## config.mk

```make
export PLATFORM = sky130hd
export DESIGN_NAME = regfile_2r1w
export DESIGN_NICKNAME = d
export VERILOG_FILES = /design/src/rtl/ev22_pkg.sv /design/src/rtl/regfile_read_port.sv /design/src/rtl/regfile_2r1w.sv
export SDC_FILE = /design/constraint.sdc
export NUM_CORES = 2
export LEC_CHECK = 0
export ABC_AREA = 1
export CORE_UTILIZATION = 30
export CTS_CLUSTER_DIAMETER = 60
export DETAILED_ROUTE_END_ITERATION = 10
export GPL_TIMING_DRIVEN = 0
export PLACE_DENSITY_LB_ADDON = 0.05
export SLEW_MARGIN = 10
export SYNTH_ARGS = -nofsm -noshare
export SYNTH_HDL_FRONTEND = slang
export SYNTH_HIERARCHICAL = 1
export SYNTH_SLANG_ARGS = --single-unit
```

## constraint.sdc

```tcl
create_clock -name clk -period 52.8 [get_ports clk]
set_input_delay 13.2 -clock clk [delete_from_list [all_inputs] [get_ports clk]]
set_output_delay 13.2 -clock clk [all_outputs]
set_load 0.01 [all_outputs]
```

## src/rtl/ev22_pkg.sv

```systemverilog
// Shared ev22 datapath types and widths used by decode, writeback and the register file.
package ev22_pkg;

    localparam int unsigned EV22_DATA_WIDTH = 32;
    localparam int unsigned EV22_ADDR_WIDTH = 5;
    localparam int unsigned EV22_REG_ZERO   = 0;

    typedef logic [EV22_DATA_WIDTH-1:0] reg_data_t;
    typedef logic [EV22_ADDR_WIDTH-1:0] reg_addr_t;

endpackage

```

## src/rtl/regfile_read_port.sv

```systemverilog
// One registered read port: index mux, zero-register override, optional write forwarding
// (REGFILE_BYPASS_EN) and an output register that holds while re is low.
module regfile_read_port
    import ev22_pkg::*;
#(
    parameter int unsigned DATA_WIDTH = EV22_DATA_WIDTH,
    parameter int unsigned ADDR_WIDTH = EV22_ADDR_WIDTH,
    parameter int unsigned ZERO_REG   = 1
) (
    input  logic                  clk,
    input  logic                  reset,
    input  logic                  re,
    input  logic [ADDR_WIDTH-1:0] raddr,
    input  logic [DATA_WIDTH-1:0] mem [2**ADDR_WIDTH],
    input  logic                  wr_en,
    input  logic [ADDR_WIDTH-1:0] waddr,
    input  logic [DATA_WIDTH-1:0] wdata,
    output logic [DATA_WIDTH-1:0] rdata
);

    logic [DATA_WIDTH-1:0] rd_c;
    logic [DATA_WIDTH-1:0] rdata_d;
    logic [DATA_WIDTH-1:0] rdata_q;

`ifndef REGFILE_BYPASS_EN
    logic unused_wr;
    assign unused_wr = ^{wr_en, waddr, wdata};
`endif

    always_comb begin
        rd_c = mem[raddr];
`ifdef REGFILE_BYPASS_EN
        // wr_en already excludes discarded zero-register writes
        if (wr_en && (raddr == waddr)) begin
            rd_c = wdata;
        end
`endif
        if ((ZERO_REG != 0) && (raddr == ADDR_WIDTH'(EV22_REG_ZERO))) begin
            rd_c = '0;
        end
        rdata_d = re ? rd_c : rdata_q;
    end

    always_ff @(posedge clk or posedge reset) begin
        if (reset) begin
            rdata_q <= '0;
        end else begin
            rdata_q <= rdata_d;
        end
    end

    assign rdata = rdata_q;

endmodule

```

## src/rtl/regfile_2r1w.sv

```systemverilog
// ev22 general-purpose register file, one write port and two registered read ports.
// Define REGFILE_BYPASS_EN to forward same-cycle write data to a matching read.
module regfile_2r1w
    import ev22_pkg::*;
#(
    parameter int unsigned DATA_WIDTH = EV22_DATA_WIDTH,
    parameter int unsigned ADDR_WIDTH = EV22_ADDR_WIDTH,
    parameter int unsigned ZERO_REG   = 1
) (
    input  logic                  clk,
    input  logic                  reset,
    input  logic                  we,
    input  logic [ADDR_WIDTH-1:0] waddr,
    input  logic [DATA_WIDTH-1:0] wdata,
    input  logic                  re,
    input  logic [ADDR_WIDTH-1:0] raddr_a,
    input  logic [ADDR_WIDTH-1:0] raddr_b,
    output logic [DATA_WIDTH-1:0] rdata_a,
    output logic [DATA_WIDTH-1:0] rdata_b,
    output logic                  rvalid
);

    localparam int unsigned DEPTH = 2**ADDR_WIDTH;

    logic [DATA_WIDTH-1:0] mem_d [DEPTH];
    logic [DATA_WIDTH-1:0] mem_q [DEPTH];
    logic                  wr_en_c;
    logic                  rvalid_d;
    logic                  rvalid_q;

    // Writes to the hardwired zero register are dropped here, not at the read side
    always_comb begin
        wr_en_c = we && !((ZERO_REG != 0) && (waddr == ADDR_WIDTH'(EV22_REG_ZERO)));
        mem_d   = mem_q;
        if (wr_en_c) begin
            mem_d[waddr] = wdata;
        end
        rvalid_d = re;
    end

    always_ff @(posedge clk or posedge reset) begin
        if (reset) begin
            for (int i = 0; i < int'(DEPTH); i++) begin
                mem_q[i] <= '0;
            end
            rvalid_q <= 1'b0;
        end else begin
            mem_q    <= mem_d;
            rvalid_q <= rvalid_d;
        end
    end

    regfile_read_port #(
        .DATA_WIDTH (DATA_WIDTH),
        .ADDR_WIDTH (ADDR_WIDTH),
        .ZERO_REG   (ZERO_REG)
    ) u_port_a (
        .clk   (clk),
        .reset (reset),
        .re    (re),
        .raddr (raddr_a),
        .mem   (mem_q),
        .wr_en (wr_en_c),
        .waddr (waddr),
        .wdata (wdata),
        .rdata (rdata_a)
    );

    regfile_read_port #(
        .DATA_WIDTH (DATA_WIDTH),
        .ADDR_WIDTH (ADDR_WIDTH),
        .ZERO_REG   (ZERO_REG)
    ) u_port_b (
        .clk   (clk),
        .reset (reset),
        .re    (re),
        .raddr (raddr_b),
        .mem   (mem_q),
        .wr_en (wr_en_c),
        .waddr (waddr),
        .wdata (wdata),
        .rdata (rdata_b)
    );

    assign rvalid = rvalid_q;

endmodule
```

==> reports/results.tsv <==
metric	value	unit
status	finished, final reports clean	
syn_area_per_cell	6.54	um^2
Area Overhead vs Synth	16.4	%
Final Hold Viols	0	
CTS sink cnt	1089	
die area	209000	um^2
total negative setup slack	0	ns
CTS Buffer Depth	3	
CTS H-tree lvls	4	
Residual DRC	0	
Total Wirelength	388	mm
Max Cap Viol	0	
Mapped Area	62200	um^2
Initial Util	30.3	%
Die W	457	um
Critical Path RT	53.55	ns
syn_nets	9562	
Multi-input gate area	31100	um^2
crit-path max FO	10	
first-pass GRT wire length	527	mm
share of cells above drive strength 1	7.07	%
Cells after Synth	9511	
Final HPWL DP	288	mm
vias in the first global route	63604	
storage element area	27300	um^2
count of final setup violators	0	
f_max	63.1	MHz
crit start category	primary input	
fin nets	9840	
leak pwr	0.0374	uW
Worst setup EP type	register	
Clk Latency, worst-skew pair	0.83	ns
Critical path origin	waddr[0]	
# hold bufs at CTS	0	
Hold Startpoint	mem_q[1002]	
DRT antenna net count	0	
Total Routing Usage GR	36.3	%
Setup WS post-layout	36.95	ns
CTS tree	yes	
Worst Path Arrival	16.60	ns
R2R Path Start	mem_q[240]	
initial antenna violation count	11	
fin crit share	30.0	%
Post-CTS Setup Inserts	0	
via/cell ratio	5.51	
largest vdd supply drop	0.0385	mV
hold crit path type	register to register	
Core ar.	205000	um^2
Die Span Y	457	um
clk slew on worst S/H paths	0.06	ns
RSZ-0062 raised after global routing	false	
clk_skew	0.0285	ns
I/O Buffers	104	
via count	69425	
initial DRC count	10026	
pre-CTS setup slack	36.42	ns
# IOs	116	
post-cts resize count	0	
Crit Path Class	primary input to register	
worst slew pin tran	1.48	ns
Syn. warnings	6	
Placer Congestion	1.01	
Rel. slew slack	1.09	%
Avg WL per Cell	30.8	um
FILL cells	22400	
total CTS buffers	158	
post-layout min period	15.85	ns
power density cells	38.7	nW/um^2
grt total ovfl	0	
pin count of the biggest net entering global routing	105	
Slew Viols, Final	0	
total iterations of the first detailed-routing run	7	
clock root buffer	clkbuf_16	
FP Rows	166	
## worst max-delay path, stage by stage
cell and delay (ns):
clkdlybuf4s50_1 0.52, nand3_1 0.72, inv_1 0.55, nand2_1 0.44, clkbuf_1 0.90, nand2_1 0.12, nand2_1 0.11
## metal layers
| metal | share of wire, % | vias to the layer above | track usage, % | wire, um |
|---|---|---|---|---|
| li1 | - | 30449 | - | - |
| met1 | 44 | 34065 | 51.7 | 170000 |
| met5 | 0.014 | - | 0 | 54 |
| met3 | 9.9 | 771 | 7.36 | 38200 |
| met4 | 7.0 | 8 | 22.0 | 27100 |
| met2 | 39 | 4132 | 50.1 | 153000 |
## flip-flops by register name, summed over array words and instances (netlist names)
signal and count:
mem_q 1024, rvalid 1, u_port_a/rdata 32, u_port_b/rdata 32
## cell type report
class                           instances  area share, %
Antenna cell                            5         0.0173
Buffer                                792           5.25
Clock buffer                          214           6.29
Clock inverter                         63           1.14
Inverter                               24          0.142
Multi-Input combinational cell       7606           42.9
Sequential cell                      1089           37.7
Tap cell                             2688           4.65
Timing Repair Buffer                  118           1.93
## power by group
group | switching, uW | total (uW) | internal (uW)
registers | 129 | 1110 | 983
logic | 390 | 561 | 171
clock network | 445 | 1130 | 681
total | 964 | 2800 | 1830
## per-stage QoR
step	util, %	power (uW)	std cells	cell area, um^2	hold WS, ns
finish	35.3	2800	12599	72400	0.480
global route	35.3	2920	12597	72400	0.501
floorplan	-	1420	9511	62200	0.451
detailed placement	32.6	1670	12316	67000	0.465
global placement	32.4	1660	12303	66600	0.462
CTS	35.2	2800	12593	72300	0.480
## cell usage in the layout (no fill, tap or decap), types with 62 or more instances in the layout
cell type        count
buf_4               68
buf_2              306
nand2_1           5669
clkbuf_16          165
nor2_1              91
dfrtp_1           1089
nand3_1           1461
a21oi_1            314
clkbuf_1           362
nand3b_1            62
clkdlybuf4s50_1    104
## final timing paths
path / cells past startpoint / slack (ns) / endpoint
max in group asynchronous: 6 / 37.58 / mem_q[201]
min in group asynchronous: 2 / 12.79 / u_port_a/rdata[24]
max: 7 / 36.95 / mem_q[410]
max reg2reg: 8 / 50.88 / u_port_b/rdata[16]
min reg2reg: 1 / 0.48 / mem_q[1002]
min: 1 / 0.48 / mem_q[1002]
Power figures use the tool's default switching activity.
